==> src/rtl/ps2_pkg.sv <==
// Shared PS/2 definitions: transmitter state encoding, keyboard command bytes,
// default timing constants for a 75 MHz clock and counter widths.
// Frame helper builds the 9 bits shifted out after the start bit.
package ps2_pkg;

   typedef enum logic [2:0] {
      ST_IDLE,
      ST_INHIBIT,
      ST_START,
      ST_BITS,
      ST_STOP,
      ST_ACK,
      ST_RECOVER
   } ps2_state_t;

   // Host commands and the device acknowledge byte.
   localparam logic [7:0] CMD_SET_LEDS = 8'hED;
   localparam logic [7:0] CMD_ENABLE   = 8'hF4;
   localparam logic [7:0] CMD_RESET    = 8'hFF;
   localparam logic [7:0] RESP_ACK     = 8'hFA;

   // Default timing at 75 MHz: 100 us inhibit, 15 ms frame limit.
   localparam int INHIBIT_CYCLES_DEF = 7500;
   localparam int TIMEOUT_CYCLES_DEF = 1125000;
   localparam int FILTER_LEN_DEF     = 8;

   localparam int INHIBIT_W = 13;
   localparam int TIMEOUT_W = 21;
   localparam int BIT_IDX_W = 4;

   // Data LSB first, then odd parity in bit 8.
   function automatic logic [8:0] ps2_frame_bits(input logic [7:0] b);
      return {~^b, b};
   endfunction

endpackage

==> src/rtl/ps2_line_filter.sv <==
// Conditions one PS/2 pad: 2-FF synchronizer, stability filter, falling-edge pulse.
// Latency: level follows the pad 2+FILTER_LEN cycles later; fall pulses with the 1->0 update.
// No backpressure: free-running sampler.
// Ports: clk, reset (async active-low), pad_in (raw pad), level (filtered), fall (1-cycle pulse).
module ps2_line_filter
   import ps2_pkg::*;
#(
   parameter int FILTER_LEN = FILTER_LEN_DEF
) (
   input  logic clk,
   input  logic reset,
   input  logic pad_in,
   output logic level,
   output logic fall
);

   localparam int CNT_W = $clog2(FILTER_LEN + 1);
   localparam logic [CNT_W-1:0] CNT_LAST = CNT_W'(FILTER_LEN - 1);

   logic             sync1_q, sync1_d;
   logic             sync2_q, sync2_d;
   logic             level_q, level_d;
   logic             fall_q, fall_d;
   logic [CNT_W-1:0] cnt_q, cnt_d;

   // cnt_q counts consecutive synchronized samples that disagree with the
   // current filtered level; any agreeing sample restarts the count.
   always_comb begin
      sync1_d = pad_in;
      sync2_d = sync1_q;
      level_d = level_q;
      cnt_d   = '0;
      fall_d  = 1'b0;
      if (sync2_q != level_q) begin
         if (cnt_q == CNT_LAST) begin
            level_d = sync2_q;
            fall_d  = level_q & ~sync2_q;
         end else begin
            cnt_d = cnt_q + 1'b1;
         end
      end
   end

   // Idle PS/2 lines are pulled up, so everything resets to the high level.
   always_ff @(posedge clk or negedge reset) begin
      if (!reset) begin
         sync1_q <= 1'b1;
         sync2_q <= 1'b1;
         level_q <= 1'b1;
         fall_q  <= 1'b0;
         cnt_q   <= '0;
      end else begin
         sync1_q <= sync1_d;
         sync2_q <= sync2_d;
         level_q <= level_d;
         fall_q  <= fall_d;
         cnt_q   <= cnt_d;
      end
   end

   assign level = level_q;
   assign fall  = fall_q;

endmodule

==> src/rtl/ps2_host_tx.sv <==
// Host-to-device PS/2 transmitter: inhibit, request-to-send, 8 data + parity + stop, ack check.
// Latency: clock pulled low the cycle after accept; done ~11 device clocks after release.
// Backpressure: tx_ready only in IDLE; tx_valid while busy is dropped, never queued.
// Ports: clk, reset (async active-low); tx_valid/tx_data/tx_ready request handshake;
//        done/err completion (err valid with done, held until next done); busy;
//        ps2_*_in raw pads; ps2_*_drv_low active-high open-drain pull-low enables.
module ps2_host_tx
   import ps2_pkg::*;
#(
   parameter int INHIBIT_CYCLES = INHIBIT_CYCLES_DEF,
   parameter int TIMEOUT_CYCLES = TIMEOUT_CYCLES_DEF,
   parameter int FILTER_LEN     = FILTER_LEN_DEF
) (
   input  logic       clk,
   input  logic       reset,
   input  logic       tx_valid,
   input  logic [7:0] tx_data,
   output logic       tx_ready,
   output logic       done,
   output logic       err,
   output logic       busy,
   input  logic       ps2_clk_in,
   input  logic       ps2_dat_in,
   output logic       ps2_clk_drv_low,
   output logic       ps2_dat_drv_low
);

   localparam logic [INHIBIT_W-1:0] INHIBIT_LAST = INHIBIT_W'(INHIBIT_CYCLES - 1);
   localparam logic [TIMEOUT_W-1:0] TIMEOUT_LAST = TIMEOUT_W'(TIMEOUT_CYCLES - 1);
   // Index of the device clock edge that carries parity (edges 1..8 are data).
   localparam logic [BIT_IDX_W-1:0] PARITY_IDX   = BIT_IDX_W'(8);

   ps2_state_t           state_q, state_d;
   logic [8:0]           shift_q, shift_d;
   logic [BIT_IDX_W-1:0] bit_idx_q, bit_idx_d;
   logic [INHIBIT_W-1:0] inh_cnt_q, inh_cnt_d;
   logic [TIMEOUT_W-1:0] to_cnt_q, to_cnt_d;
   logic                 clk_drv_q, clk_drv_d;
   logic                 dat_drv_q, dat_drv_d;
   logic                 done_q, done_d;
   logic                 err_q, err_d;
   logic                 nack_q, nack_d;

   logic clk_level, clk_fall;
   logic dat_level;
   logic dat_fall_unused;   // data-line edges carry no meaning for the host
   logic accept;
   logic in_frame;

   ps2_line_filter #(.FILTER_LEN(FILTER_LEN)) u_clk_filt (
      .clk    (clk),
      .reset  (reset),
      .pad_in (ps2_clk_in),
      .level  (clk_level),
      .fall   (clk_fall)
   );

   ps2_line_filter #(.FILTER_LEN(FILTER_LEN)) u_dat_filt (
      .clk    (clk),
      .reset  (reset),
      .pad_in (ps2_dat_in),
      .level  (dat_level),
      .fall   (dat_fall_unused)
   );

   // Ready drops during the done cycle so a new request lands one cycle later.
   assign tx_ready = (state_q == ST_IDLE) && !done_q;
   assign busy     = !tx_ready;
   assign accept   = tx_valid && tx_ready;

   // Frame-limit window: from clock release until the lines recover.
   assign in_frame = (state_q == ST_BITS) || (state_q == ST_STOP) ||
                     (state_q == ST_ACK)  || (state_q == ST_RECOVER);

   always_comb begin
      state_d   = state_q;
      shift_d   = shift_q;
      bit_idx_d = bit_idx_q;
      inh_cnt_d = inh_cnt_q;
      to_cnt_d  = to_cnt_q;
      clk_drv_d = clk_drv_q;
      dat_drv_d = dat_drv_q;
      done_d    = 1'b0;
      err_d     = err_q;
      nack_d    = nack_q;

      if (in_frame) begin
         to_cnt_d = to_cnt_q + 1'b1;
      end

      unique case (state_q)
         ST_IDLE: begin
            clk_drv_d = 1'b0;
            dat_drv_d = 1'b0;
            if (accept) begin
               state_d   = ST_INHIBIT;
               shift_d   = ps2_frame_bits(tx_data);
               bit_idx_d = '0;
               inh_cnt_d = '0;
               to_cnt_d  = '0;
               nack_d    = 1'b0;
               clk_drv_d = 1'b1;
            end
         end
         ST_INHIBIT: begin
            if (inh_cnt_q == INHIBIT_LAST) begin
               state_d   = ST_START;
               dat_drv_d = 1'b1;   // start bit, clock still held low
            end else begin
               inh_cnt_d = inh_cnt_q + 1'b1;
            end
         end
         ST_START: begin
            // Release the clock with data low: device begins clocking.
            clk_drv_d = 1'b0;
            to_cnt_d  = '0;
            state_d   = ST_BITS;
         end
         ST_BITS: begin
            if (clk_fall) begin
               dat_drv_d = ~shift_q[0];
               shift_d   = {1'b0, shift_q[8:1]};
               bit_idx_d = bit_idx_q + 1'b1;
               if (bit_idx_q == PARITY_IDX) begin
                  state_d = ST_STOP;
               end
            end
         end
         ST_STOP: begin
            if (clk_fall) begin
               dat_drv_d = 1'b0;   // stop bit is the released (high) line
               state_d   = ST_ACK;
            end
         end
         ST_ACK: begin
            if (clk_fall) begin
               nack_d  = dat_level;
               state_d = ST_RECOVER;
            end
         end
         ST_RECOVER: begin
            if (clk_level && dat_level) begin
               done_d  = 1'b1;
               err_d   = nack_q;
               state_d = ST_IDLE;
            end
         end
         default: begin
            state_d   = ST_IDLE;
            clk_drv_d = 1'b0;
            dat_drv_d = 1'b0;
         end
      endcase

      // Frame limit overrides any progress made this cycle.
      if (in_frame && (to_cnt_q == TIMEOUT_LAST)) begin
         state_d   = ST_IDLE;
         clk_drv_d = 1'b0;
         dat_drv_d = 1'b0;
         done_d    = 1'b1;
         err_d     = 1'b1;
      end
   end

   always_ff @(posedge clk or negedge reset) begin
      if (!reset) begin
         state_q   <= ST_IDLE;
         shift_q   <= '0;
         bit_idx_q <= '0;
         inh_cnt_q <= '0;
         to_cnt_q  <= '0;
         clk_drv_q <= 1'b0;
         dat_drv_q <= 1'b0;
         done_q    <= 1'b0;
         err_q     <= 1'b0;
         nack_q    <= 1'b0;
      end else begin
         state_q   <= state_d;
         shift_q   <= shift_d;
         bit_idx_q <= bit_idx_d;
         inh_cnt_q <= inh_cnt_d;
         to_cnt_q  <= to_cnt_d;
         clk_drv_q <= clk_drv_d;
         dat_drv_q <= dat_drv_d;
         done_q    <= done_d;
         err_q     <= err_d;
         nack_q    <= nack_d;
      end
   end

   assign done            = done_q;
   assign err             = err_q;
   assign ps2_clk_drv_low = clk_drv_q;
   assign ps2_dat_drv_low = dat_drv_q;

endmodule

==> config.mk <==
export PLATFORM = sky130hd
export DESIGN_NAME = ps2_host_tx
export DESIGN_NICKNAME = d
export VERILOG_FILES = /design/src/rtl/ps2_pkg.sv /design/src/rtl/ps2_line_filter.sv /design/src/rtl/ps2_host_tx.sv
export SDC_FILE = /design/constraint.sdc
export NUM_CORES = 1
export LEC_CHECK = 0
export ABC_AREA = 1
export BUFFER_PORTS_ARGS = -buffer_cell sky130_fd_sc_hd__buf_2
export CORE_MARGIN = 2
export CORE_UTILIZATION = 65
export DETAILED_ROUTE_END_ITERATION = 8
export GPL_TIMING_DRIVEN = 0
export PLACE_DENSITY = 0.91
export SKIP_CTS_REPAIR_TIMING = 1
export SLEW_MARGIN = 40
export SYNTH_ARGS = -nofsm -noshare
export SYNTH_HDL_FRONTEND = slang
export SYNTH_SLANG_ARGS = --single-unit
export TNS_END_PERCENT = 50
==> constraint.sdc <==
create_clock -name clk -period 3.8 [get_ports clk]
set_clock_uncertainty 0.05 [all_clocks]
set_input_delay 0.57 -clock clk [delete_from_list [all_inputs] [get_ports clk]]
set_output_delay 0.57 -clock clk [all_outputs]
set_load 0.05 [all_outputs]
# After elaboration in Yosys (flattened, before gate mapping)
# Index checks and enable logic that the tools add are counted.
# totals
reg_bits	70
out_inout_bits	6
# classes
reduce_logical	26
add_sub_neg	5
eq_ne	26
mux	44
bitwise_logic	3
# op_table
cell	n
$mux W21	2
$pmux W21 S2	1
$mux W13	2
$pmux W13 S2	1
$mux W3	8
$mux W4	6
$add A21 B1 Y21 const B	1
$eq A21 B21 Y1 const B	1
$pmux W3 S7	1
$mux W9	2
$pmux W9 S2	1
$mux W1	16
$ne A3 B1 Y1 const B	5
$add A13 B1 Y13 const B	1
$eq A13 B13 Y1 const B	1
$add A4 B1 Y4 const B	3
$reduce_bool A2 Y1	5
$eq A3 B3 Y1 const B	3
$reduce_and A3 Y1	3
$eq A4 B3 Y1 const B	2
$ne A2 B1 Y1 const B	4
$pmux W4 S2	1
$reduce_xnor A8 Y1	1
$reduce_and A7 Y1	1
19 further kinds	32

# Longest topological paths before layout
# Gate-level depths: netlist of the first run.
# logic_depth
ltp_word	7
depth_mapped	11
depth_no_buf	10

# By module
# A second synthesis of the first run with hierarchy kept.
# hier_totals
cells_unflattened	534
hier_area_um2	4003.8
# modules_own_cells
module	instances	cells_each	area_per_inst_um2
ps2_host_tx	1	462	3305.7
ps2_line_filter	2	36	349.1

# Worst setup path after synthesis of the first run
# Ideal clock, no wire load.
# synth_timing
path_type	reg2out
start	register state_q[2]
end	output busy
n_path_buf	1
path_stages_with_launch	6
arrival_ns	1.285
slack_ns	1.895
cell_sequence	dfrtp_1 buf_4 nor2_4 nand2_2 nor2_4 inv_1
# synth_via
elab_chain_len	3
# synth_rtl
element	line	rtl
from (decl)	ps2_host_tx.sv:33	ps2_state_t state_q, state_d;
from (signal assigned)	ps2_host_tx.sv:178	state_q <= state_d;
$logic_not A3 Y1	ps2_host_tx.sv:67	assign tx_ready = (state_q == ST_IDLE) && !done_q;
$logic_and A1 B1 Y1	ps2_host_tx.sv:67	
net tx_ready	ps2_host_tx.sv:18	output logic tx_ready,
$logic_not A1 Y1	ps2_host_tx.sv:68	assign busy = !tx_ready;
to (decl)	ps2_host_tx.sv:21	output logic busy,
# The timed path passes the listed nets, and every way through them passes these cells.

# Worst setup path in the final report of the first run
# layout_timing
start	register state_q[0]
end	output tx_ready
# layout_via
elab_chain_len	2
# layout_rtl
element	line
$logic_not A3 Y1	ps2_host_tx.sv:67
$logic_and A1 B1 Y1	ps2_host_tx.sv:67
to (decl)	ps2_host_tx.sv:18
# Every way passes these cells.

==> summary.md, run 1 <==
| Metric | Value |
|---|---|
| IO buf count | `18` |
| # DRC | `0` |
| CTS tree | `done` |
| Hold Violations, Final | `0` |
| Area growth, synth to finish | `10.7%` |
| Clock latency on the worst-skew pair | `360 ps` |
| Met1 capacity usage during global routing | `34.2%` |
| Yosys cell types | `42` |
| Startpoint types | `flip-flop` |
| Met3 GRT Util | `6.56%` |
| Critical path class | `reg2out` |
| Largest family of logic cells by synthesized area | `simple AND/OR/NAND/NOR gates` |
| Most common cell in the netlist | `nand2_1` |
| Die X | `83.1 um` |
| Initial DRC Count | `329` |
| CTS buffer count | `9` |
| Post-synthesis mux area share | `0.277%` |
| Via/cell ratio | `5.75` |
| Post-Synth XOR/XNOR Area | `4.09%` |
| Worst endpoint required time | `3180 ps` |
| Clock sink count | `70` |
| WP data arrival | `1500 ps` |
| Share of layout cells above drive strength 1 | `14.2%` |
| R2R cell count | `10` |
| Hold Startpoint | `ps2_clk_in` |
| CP max FO | `6` |
| Largest net degree at the start of global routing | `56` |
| DPL Wire Length | `6490 um` |
| Via Count | `3,709` |
| Final min period | `2120 ps` |
| Tot Pwr | `1540 uW` |
| N_diodes | `0` |
| Async S/R FF share, synth | `100%` |
| Clock transition at the registers of the reported paths | `70 ps` |
| Hold crit path type | `in2reg` |
| Ys Warns | `0` |
| Run status | `complete, no violations` |
| Share of the synthesized area in the top cell type | `39.3%` |
| Fmax | `471 MHz` |
| Post-synthesis compound-gate area fraction | `10.1%` |
| Core Box Area | `5990 um2` |
| Syn Inst Count | `534` |
| Max Cap Violations | `0` |
| First-pass GRT wire length | `15,700 um` |
| CP Launch Point | `state_q[0]$_DFFE_PN0P_` |
| Largest cells by area after synthesis | `dfrtp_1, nand2_1, nor2_1` |
| Antenna Nets Post-Route | `0` |
| NumNets Final | `586` |
| Setup_tns | `0 ps` |
| Avg Cell Area, Syn | `7.62 um2` |
| # IOs | `19` |
| Simple-Gate Fraction of Synth Area | `31.8%` |
| Drt wl/cell | `13.9 um` |
| Fin worst setup slack | `1680 ps` |
| Cell Rows | `28` |
| Unrepaired setup endpoints after global routing | `false` |
| Slew @ Worst Pin | `607 ps` |
| Initial antenna violation count | `0` |
| DIE AREA | `6910 um2` |
| Synth Area in Adders | `2.46%` |
| Total track usage | `27.9%` |
| Place WS | `1780 ps` |
| Root Buffer | `clkbuf_8` |
| Post-synthesis sequential area ratio | `43.2%` |
| Remaining global-route overflow | `0` |
| Origin of the critical flop-to-flop path | `to_cnt_q[0]$_DFF_PN0_` |
| Net count after synthesis | `555` |
| Cell taking the most area after synthesis | `dfrtp_1` |
| Drt first pass iters | `5` |
| Max Slew Vio Count | `0` |
| Die Ht | `83.1 um` |
| FF+latch count, synth | `70` |
| Clock buffer depth | `2` |
| Vias in the first global route | `3,626` |
| Final setup vio count | `0` |
| Met2 GRT Util | `46.4%` |
| Routability Congestion | `0.938` |
| Most common library cells after synthesis | `nand2_1, nor2_1, dfrtp_1, inv_1, nand3_1` |
| CP Capture Type | `output port` |
| Power per cell area | `343 nW/um2` |
| WHS Path Cells | `1` |
| Initial Util | `67.9%` |
| Worst slew margin | `59.1%` |
| Tcrit/Tclk final | `55.9%` |
| LEAKAGE | `0.00220 uW` |
| Main flop type after synthesis | `dfrtp_1` |
| EDFF count, synth | `0` |
| Total wire length | `8990 um` |
| H-tree lvl count | `3` |
| Most Crowded Layer GR | `met2` |
| VDD IR max | `0.311 mV` |
| Area of the mapped netlist | `4070 um2` |
[final timing paths]
kind / endpoint / slack [ps]
min in group asynchronous: inh_cnt_q[7]$_DFFE_PN0P_ / 550
worst min-delay path: u_clk_filt.sync1_q$_DFF_PN1_ / 260
worst max-delay path: tx_ready / 1680
worst min register to register: u_clk_filt.sync2_q$_DFF_PN1_ / 310
max in group asynchronous: u_dat_filt.sync1_q$_DFF_PN1_ / 2600
worst max register to register: ps2_dat_drv_low$_DFFE_PN0P_ / 1770
[kinds of logic after synthesis]
kind of cell	count (synthesis)
fa+ha+maj	8
xor+xnor	19
mux	1
compound gates	72
simple gates	286
flops	70
buf+inv	78
[registers in the layout (all words and copies together) (netlist names), 3 cells and up]
| register | count |
|---|---|
| inh_cnt_q | 13 |
| shift_q | 9 |
| bit_idx_q | 4 |
| u_clk_filt.cnt_q | 4 |
| state_q | 3 |
| to_cnt_q | 21 |
| u_dat_filt.cnt_q | 4 |
[routing by layer]
metal	share of wire, %	vias up
met5	0	-
met4	2.7	0
met3	6.5	30
met2	50	155
met1	40	1728
li1	-	1796
[critical path: stages (launching register included)]
cell     delay, ps
dfrtp_1        490
nor2_4         180
nand2_2        100
nor2_4         110
buf_2          270
[cell usage in the layout (no fill, tap or decap), types with 3 or more instances in the layout]
| cell type | count |
|---|---|
| nand3_2 | 3 |
| nor2_1 | 66 |
| clkbuf_8 | 10 |
| o21ai_0 | 19 |
| dfrtp_1 | 64 |
| nand3_1 | 35 |
| nand2_2 | 3 |
| nand4_1 | 15 |
| o211ai_1 | 8 |
| buf_6 | 3 |
| xor2_1 | 10 |
| dfstp_2 | 6 |
| nor3_1 | 15 |
| xnor2_1 | 9 |
| nor2_4 | 4 |
| a21oi_1 | 17 |
| nand3b_1 | 4 |
| nand2_1 | 132 |
| inv_2 | 8 |
| ha_1 | 8 |
| buf_2 | 22 |
| o21ai_1 | 18 |
| inv_1 | 59 |
| buf_4 | 3 |
[layout make-up]
class	instances	area, um2
well taps	75	93.8
clock buffers	10	138
repair buffers	20	134
inverters	68	256
clock inverters	6	68.8
multi-input cells	386	1980
flip-flops and latches	70	1760
fillers	406	1490
plain buffers	10	70.1
[stage by stage]
| step | util (%) | hold slack [ps] | instance area, um2 | instances |
|---|---|---|---|---|
| finish | 75.2 | 260 | 4500 | 645 |
| global route | 75.2 | 244 | 4500 | 645 |
| detailed placement | 71.6 | 299 | 4290 | 628 |
| floorplan | - | 224 | 4070 | 534 |
| CTS | 75.0 | -27.2 | 4490 | 644 |
| global placement | 71.0 | 296 | 4250 | 627 |
[power by group]
group          switching (uW)  internal [uW]
clock network             298            325
logic                    62.7           47.2
registers                28.1            782
No activity file was read; power rests on OpenSTA's default activity.
==> inputs of run 2 (changes only) <==
--- a/config.mk
+++ b/config.mk
@@ -8,10 +8,10 @@
 export ABC_AREA = 1
 export BUFFER_PORTS_ARGS = -buffer_cell sky130_fd_sc_hd__buf_2
 export CORE_MARGIN = 2
-export CORE_UTILIZATION = 65
+export CORE_UTILIZATION = 62
 export DETAILED_ROUTE_END_ITERATION = 8
 export GPL_TIMING_DRIVEN = 0
-export PLACE_DENSITY = 0.91
+export PLACE_DENSITY = 0.87
 export SKIP_CTS_REPAIR_TIMING = 1
 export SLEW_MARGIN = 40
 export SYNTH_ARGS = -nofsm -noshare
==> constraint.sdc (replaced) <==
create_clock -name clk -period 2 [get_ports clk]
set_clock_uncertainty 0.05 [all_clocks]
set_input_delay 0.3 -clock clk [delete_from_list [all_inputs] [get_ports clk]]
set_output_delay 0.3 -clock clk [all_outputs]
set_load 0.05 [all_outputs]
==> run 2 against run 1 <==
- final area rose by 1.3%
- register-to-register slack got worse by 1700 ps
- sequential power rose by 90%
- first-iteration DRC count decreased by 9.7%
- clock power up 100%
- via count barely moved
- power rose by 95%
- wire length down 0.11%
- global-route usage shrank 1.5 points
- largest cell class unchanged
==> summary.md, run 2 (synthesis results as in run 1) <==
| Metric | Value |
|---|---|
| Core Box Area | `6350 um2 (was 5990 um2)` |
| Initial antenna violation count | `0 (unchanged)` |
| IO buf count | `18 (unchanged)` |
| H-tree lvl count | `3 (unchanged)` |
| Max Slew Vio Count | `0 (unchanged)` |
| Antenna Nets Post-Route | `0 (unchanged)` |
| Root Buffer | `clkbuf_8 (unchanged)` |
| Worst slew margin | `58.9% (was 59.1%)` |
| Commonest cells after routing, fill and taps aside | `nand2_1, nor2_1, dfrtp_1, inv_1, nand3_1 (unchanged)` |
| Clock share of power | `42.2% (was 40.4%)` |
| Via Count | `3,708 (was 3,709)` |
| CP Cell Sequence | `ha_2 > nand2_1 > inv_1 > nand2_1 > nor2_2 > nand3_2 > a21oi_4 > nand2_1 > nand2_1 > nand2_1 (was nor2_4 > nand2_2 > nor2_4 > buf_2)` |
| Post-layout util | `71.9% (was 75.2%)` |
| Share of layout cells above drive strength 1 | `15.2% (was 14.2%)` |
| Comb pwr share | `6.8% (was 7.1%)` |
| Max Cap Violations | `0 (unchanged)` |
| DPL Wire Length | `6360 um (was 6490 um)` |
| Remaining global-route overflow | `0 (unchanged)` |
| Slowest stage cell, crit path | `dfrtp_1 (unchanged)` |
| Pint | `2310 uW (was 1150 uW)` |
| Cell Rows | `29 (was 28)` |
| CTS buffer count | `9 (unchanged)` |
| # DRC | `0 (unchanged)` |
| Hold crit path type | `in2reg (unchanged)` |
| Hold WS | `201 ps (was 260 ps)` |
| R2r setup slk | `90 ps (was 1770 ps)` |
| LEAKAGE | `0.00220 uW (about the same)` |
| R2R cell count | `10 (unchanged)` |
| First-pass GRT wire length | `15,400 um (was 15,700 um)` |
| Origin of the critical flop-to-flop path | `to_cnt_q[0]$_DFF_PN0_ (unchanged)` |
| Hold Violations, Final | `0 (unchanged)` |
| Critical path class | `reg2reg (was reg2out)` |
| Multi-input gate area | `2020 um2 (was 1980 um2)` |
| Worst R2R End | `ps2_dat_drv_low$_DFFE_PN0P_ (unchanged)` |
| N_diodes | `0 (unchanged)` |
| Worst endpoint required time | `2200 ps (was 3180 ps)` |
| CTS tree | `done (unchanged)` |
| Sw Ratio | `23.3% (was 25.2%)` |
| Most common cell after layout, fill and taps aside | `nand2_1 (unchanged)` |
| Initial DRC Count | `297 (was 329)` |
| Dpl cell area | `4280 um2 (was 4290 um2)` |
| CP Capture Point | `ps2_dat_drv_low$_DFFE_PN0P_ (was tx_ready)` |
| Largest reg by FF count | `to_cnt_q (unchanged)` |
| Area growth, synth to finish | `12.1% (was 10.7%)` |
| Final setup vio count | `0 (unchanged)` |
| Initial Util | `64.1% (was 67.9%)` |
| Vias in the first global route | `3,487 (was 3,626)` |
| Slowest stage delay, CP | `400 ps (was 490 ps)` |
| CP max FO | `7 (was 6)` |
| Unrepaired setup endpoints after global routing | `true (was false)` |
| Largest register FFs | `21 (unchanged)` |
| Die X | `85.0 um (was 83.1 um)` |
| Run status | `complete, no violations (unchanged)` |
| Die Ht | `85.0 um (was 83.1 um)` |
| Net Sw Power | `702 uW (was 389 uW)` |
| Fill cells | `464 (was 406)` |
| Setup_tns | `0 ps (unchanged)` |
| Largest registers | `to_cnt_q x21, inh_cnt_q x13, shift_q x9 (unchanged)` |
| Largest net degree at the start of global routing | `40 (was 56)` |
| Final min period | `1910 ps` |
| Slew @ Worst Pin | `612 ps (was 607 ps)` |
| CP Launch Point | `to_cnt_q[0]$_DFF_PN0_ (was state_q[0]$_DFFE_PN0P_)` |
| Power per cell area | `661 nW/um2 (was 343 nW/um2)` |
| Total wire length | `8980 um (was 8990 um)` |
| Via/cell ratio | `5.72 (was 5.75)` |
| Fmax | `525 MHz` |
| Drt first pass iters | `5 (unchanged)` |
| NumNets Final | `587 (was 586)` |
| # IOs | `19 (unchanged)` |
| Startpoint types | `flip-flop (unchanged)` |
| Clock buffer depth | `2 (unchanged)` |
| VDD IR max | `0.457 mV (was 0.311 mV)` |
| CP Capture Type | `flip-flop (was output port)` |
| Total track usage | `26.5% (was 27.9%)` |
| Share of power burned in registers | `51.0% (was 52.5%)` |
| Tot Pwr | `3020 uW (was 1540 uW)` |
| DIE AREA | `7230 um2 (was 6910 um2)` |
| Reg area | `1760 um2 (about the same)` |
| Clock transition at the registers of the reported paths | `80 ps (was 70 ps)` |
| Design Area, Final | `4560 um2 (was 4500 um2)` |
| Tcrit/Tclk final | `95.3%` |
| CP most frequent cell | `nand2_1 (was nor2_4)` |
| Clock sink count | `70 (unchanged)` |
| Clock latency on the worst-skew pair | `350 ps (was 360 ps)` |
| Drt wl/cell | `13.9 um (about the same)` |
| WP data arrival | `2100 ps (was 1500 ps)` |
| Routability Congestion | `0.911 (was 0.938)` |
-- run 2: cell count changes in the layout (fill, tap and decap cells not counted), sizes merged --
cell | previous run | this run
clkbuf | 10 | 11
clkinv | 3 | 1
buf | 29 | 28
clkinvlp | 1 | 3
bufinv | 1 | 2
dlygate4sd3 | 1 | 3
inv | 69 | 67
-- run 2: metrics by stage --
stage,setup slack (ps),std cells
after detailed placement,38.3,630
after CTS,-10.1,646
after global placement,70.1,629
after global routing,-1.46,648
final,94.7,648
after floorplan,174,534
-- run 2: final cells by class --
type	count	share of cell area, %
Multi-Input combinational cell	386	44.2
Sequential cell	70	38.6
Inverter	68	5.62
Timing Repair Buffer	22	3.21
Clock buffer	11	3.10
Tap cell	77	2.11
Clock inverter	5	1.81
Buffer	9	1.43
-- run 2: power by group through the flow --
stage               Sequential [uW]  Clock [uW]  Combinational (uW)
floorplan                      1550           0                 129
global placement               1560           0                 185
detailed placement             1560           0                 202
CTS                            1540        1280                 202
global route                   1540        1340                 241
finish                         1540        1270                 206
-- run 2: worst min path at each step --
stage / startpoint / endpoint / slack (ps) / cells past startpoint
after global placement: u_dat_filt.sync1_q$_DFF_PN1_ / u_dat_filt.sync2_q$_DFF_PN1_ / 300 / 0
after CTS: reset / to_cnt_q[20]$_DFF_PN0_ / -220 / 1
after global routing: tx_data[4] / shift_q[4]$_DFFE_PN0P_ / 210 / 3
final: tx_data[6] / shift_q[6]$_DFFE_PN0P_ / 200 / 3
after floorplan: reset / bit_idx_q[0]$_DFFE_PN0P_ / -50 / 0
after detailed placement: reset / to_cnt_q[1]$_DFF_PN0_ / 150 / 1
-- run 2: worst max-delay path: cells and delay by family, from the launching register on --
| family | cells | cell delay, ps |
|---|---|---|
| compound gates | 1 | 230 |
| fa+ha+maj | 1 | 250 |
| flops | 1 | 400 |
| simple gates | 7 | 790 |
| buf+inv | 1 | 90 |
-- run 2: layer usage --
metal	track usage, %	vias up	wire, um
met4	11.8	0	282
met2	44.2	140	4420
met1	34.2	1740	3790
met3	3.99	32	481
li1	-	1796	-
met5	0	-	0
==> inputs of run 3 (changes only) <==
--- a/config.mk
+++ b/config.mk
@@ -8,10 +8,10 @@
 export ABC_AREA = 1
 export BUFFER_PORTS_ARGS = -buffer_cell sky130_fd_sc_hd__buf_2
 export CORE_MARGIN = 2
-export CORE_UTILIZATION = 62
+export CORE_UTILIZATION = 52
 export DETAILED_ROUTE_END_ITERATION = 8
 export GPL_TIMING_DRIVEN = 0
-export PLACE_DENSITY = 0.87
+export PLACE_DENSITY = 0.76
 export SKIP_CTS_REPAIR_TIMING = 1
 export SLEW_MARGIN = 40
 export SYNTH_ARGS = -nofsm -noshare
==> run 3 against run 2 <==
- global-route usage decreased by 4.3 points
- critical path depth decreased by 6
- hold slack got worse by 16 ps
- first-iteration DRC count decreased by 33%
- combinational power about the same
- non-clock buffer count increased by 3
- sequential share of layout area decreased by 0.20 points
- core utilization decreased by 12 points
- clock power decreased by 16%
- final area increased by 0.52%
- wire length decreased by 2.4%
- critical path type is now reg2out
- critical endpoint is now tx_ready
==> summary.md, run 3 (synthesis results as in run 1) <==
| Metric | Value |
|---|---|
| Most common cell after layout, fill and taps aside | `nand2_1 (unchanged)` |
| Origin of the critical flop-to-flop path | `to_cnt_q[0]$_DFF_PN0_ (unchanged)` |
| Root Buffer | `clkbuf_8 (unchanged)` |
| Run status | `complete, no violations (unchanged)` |
| Total wire length | `8770 um (was 8980 um)` |
| Unrepaired setup endpoints after global routing | `false (was true)` |
| WP data arrival | `1500 ps (was 2100 ps)` |
| Critical path class | `reg2out (was reg2reg)` |
| Largest reg by FF count | `to_cnt_q (unchanged)` |
| Fill cells | `701 (was 464)` |
| Sw Ratio | `26.6% (was 23.3%)` |
| R2R cell count | `10 (unchanged)` |
| NumNets Final | `590 (was 587)` |
| Initial Util | `53.2% (was 64.1%)` |
| Final min period | `1850 ps (was 1910 ps)` |
| Clock buffer depth | `2 (unchanged)` |
| Cell Rows | `32 (was 29)` |
| Core Box Area | `7650 um2 (was 6350 um2)` |
| Fin worst setup slack | `147 ps (was 94.7 ps)` |
| CTS tree | `done (unchanged)` |
| Vias in the first global route | `3,374 (was 3,487)` |
| Die X | `92.5 um (was 85.0 um)` |
| Largest registers | `to_cnt_q x21, inh_cnt_q x13, shift_q x9 (unchanged)` |
| R2r setup slk | `150 ps (was 90 ps)` |
| Antenna Nets Post-Route | `0 (unchanged)` |
| H-tree lvl count | `3 (unchanged)` |
| CP Capture Type | `output port (was flip-flop)` |
| Fmax | `540 MHz (was 525 MHz)` |
| CP max FO | `6 (was 7)` |
| # DRC | `0 (unchanged)` |
| CP Cell Sequence | `nor2_4 > nand2_2 > nor2_4 > buf_2 (was ha_2 > nand2_1 > inv_1 > nand2_1 > nor2_2 > nand3_2 > a21oi_4 > nand2_1 > nand2_1 > nand2_1)` |
| Place WS | `18.1 ps (was 38.3 ps)` |
| Total track usage | `22.2% (was 26.5%)` |
| Largest net degree at the start of global routing | `40 (unchanged)` |
| Slowest stage delay, CP | `500 ps (was 400 ps)` |
| # IOs | `19 (unchanged)` |
| Die Ht | `92.5 um (was 85.0 um)` |
| Post-layout util | `60.0% (was 71.9%)` |
| IO buf count | `18 (unchanged)` |
| Share of power burned in registers | `54.6% (was 51.0%)` |
| First-pass GRT wire length | `15,300 um (was 15,400 um)` |
| Net Sw Power | `748 uW (was 702 uW)` |
| Slowest stage cell, crit path | `dfrtp_1 (unchanged)` |
| Initial antenna violation count | `0 (unchanged)` |
| CP most frequent cell | `nor2_4 (was nand2_1)` |
| Worst endpoint required time | `1650 ps (was 2200 ps)` |
| Tcrit/Tclk final | `92.7% (was 95.3%)` |
| DIE AREA | `8550 um2 (was 7230 um2)` |
| Hold Violations, Final | `0 (unchanged)` |
| Hold crit path type | `in2reg (unchanged)` |
| Area growth, synth to finish | `12.7% (was 12.1%)` |
| Worst path bufs/invs | `1 (unchanged)` |
| Initial DRC Count | `198 (was 297)` |
| LEAKAGE | `0.00220 uW (about the same)` |
| Worst R2R End | `ps2_dat_drv_low$_DFFE_PN0P_ (unchanged)` |
| Via/cell ratio | `5.28 (was 5.72)` |
| Share of layout cells above drive strength 1 | `16.0% (was 15.2%)` |
| Crit-path leading delay family | `flip-flops (was simple AND/OR/NAND/NOR gates)` |
| Remaining global-route overflow | `0 (unchanged)` |
| Max Cap Violations | `0 (unchanged)` |
| CP Capture Point | `tx_ready (was ps2_dat_drv_low$_DFFE_PN0P_)` |
| Routability Congestion | `0.940 (was 0.911)` |
| Final setup vio count | `0 (unchanged)` |
| Via Count | `3,570 (was 3,708)` |
| Largest register FFs | `21 (unchanged)` |
| Worst slew margin | `59.0% (was 58.9%)` |
| N_diodes | `0 (unchanged)` |
| Power per cell area | `614 nW/um2 (was 661 nW/um2)` |
| Clock sink count | `70 (unchanged)` |
| Drt first pass iters | `4 (was 5)` |
| Startpoint types | `flip-flop (unchanged)` |
| Commonest cells after routing, fill and taps aside | `nand2_1, nor2_1, dfrtp_1, inv_1, nand3_1 (unchanged)` |
| Clock transition at the registers of the reported paths | `80 ps (about the same)` |
| Comb pwr share | `7.4% (was 6.8%)` |
| CTS buffer count | `9 (unchanged)` |
| Drt wl/cell | `13.0 um (was 13.9 um)` |
| Max Slew Vio Count | `0 (unchanged)` |
| WP depth | `4 (was 10)` |
| DPL Wire Length | `6470 um (was 6360 um)` |
| CP Launch Point | `state_q[0]$_DFFE_PN0P_ (was to_cnt_q[0]$_DFF_PN0_)` |
| VDD IR max | `0.485 mV (was 0.457 mV)` |
| Clock latency on the worst-skew pair | `350 ps (about the same)` |
| Clock share of power | `38.0% (was 42.2%)` |
| Pint | `2070 uW (was 2310 uW)` |
| Slew @ Worst Pin | `610 ps (was 612 ps)` |
[run 3: changes by cell type in the layout (fill, tap and decap cells not counted), sizes merged]
cell / change
bufinv: -2
clkinv: +3
clkinvlp: -1
buf: +2
inv: +1
[run 3: metal layers]
metal	share of wire, %	up-vias	global-route usage [%]
li1	-	1805	-
met1	46	1690	28.9
met2	49	64	36.7
met3	3.5	11	5.45
met4	1.5	0	6.47
met5	0	-	0
[run 3: final cells by class]
cell class / count / area [um2] / area share (%)
Buffer: 10 / 72.6 / 1.58
Clock buffer: 10 / 138 / 3.00
Clock inverter: 6 / 46.3 / 1.01
Inverter: 68 / 256 / 5.59
Multi-Input combinational cell: 386 / 2030 / 44.2
Sequential cell: 70 / 1760 / 38.4
Tap cell: 102 / 128 / 2.78
Timing Repair Buffer: 24 / 161 / 3.52
[run 3: worst min path at each step]
stage	depth (start not counted)	slack (ps)	start	to
floorplan	0	-50	reset	bit_idx_q[0]$_DFFE_PN0P_
global placement	0	300	u_clk_filt.sync1_q$_DFF_PN1_	u_clk_filt.sync2_q$_DFF_PN1_
detailed placement	1	160	reset	to_cnt_q[1]$_DFF_PN0_
CTS	1	-230	reset	to_cnt_q[1]$_DFF_PN0_
global route	3	200	tx_data[5]	shift_q[5]$_DFFE_PN0P_
finish	3	190	tx_data[6]	shift_q[6]$_DFFE_PN0P_
[run 3: worst register-to-register path: stages, from the launching register on]
cell,delay [ps]
dfrtp_1,400
ha_2,260
nand2_1,100
inv_1,80
nand2_1,60
nor2_2,180
nand3_2,210
a21oi_4,230
nand2_1,70
nand2_1,50
nand2_1,40
[run 3: through the flow]
| step | hold WS (ps) | instance area (um2) | TNS [ps] | total power, uW | std cells |
|---|---|---|---|---|---|
| CTS | -229 | 4500 | -2.24 | 2850 | 671 |
| finish | 185 | 4590 | 0 | 2820 | 676 |
| global route | 196 | 4590 | 0 | 2950 | 676 |
| global placement | 296 | 4290 | 0 | 1740 | 654 |
| detailed placement | 156 | 4310 | 0 | 1770 | 655 |
| floorplan | -45.6 | 4070 | 0 | 1680 | 534 |
[run 3: power groups by stage]
| stage | Clock (uW) | Sequential [uW] | Combinational [uW] |
|---|---|---|---|
| 3_3_place_gp | 0 | 1560 | 187 |
| 3_5_place_dp | 0 | 1560 | 206 |
| 2_1_floorplan | 0 | 1550 | 129 |
| 6_report | 1070 | 1540 | 209 |
| 4_1_cts | 1100 | 1540 | 209 |
| 5_1_grt | 1150 | 1540 | 253 |
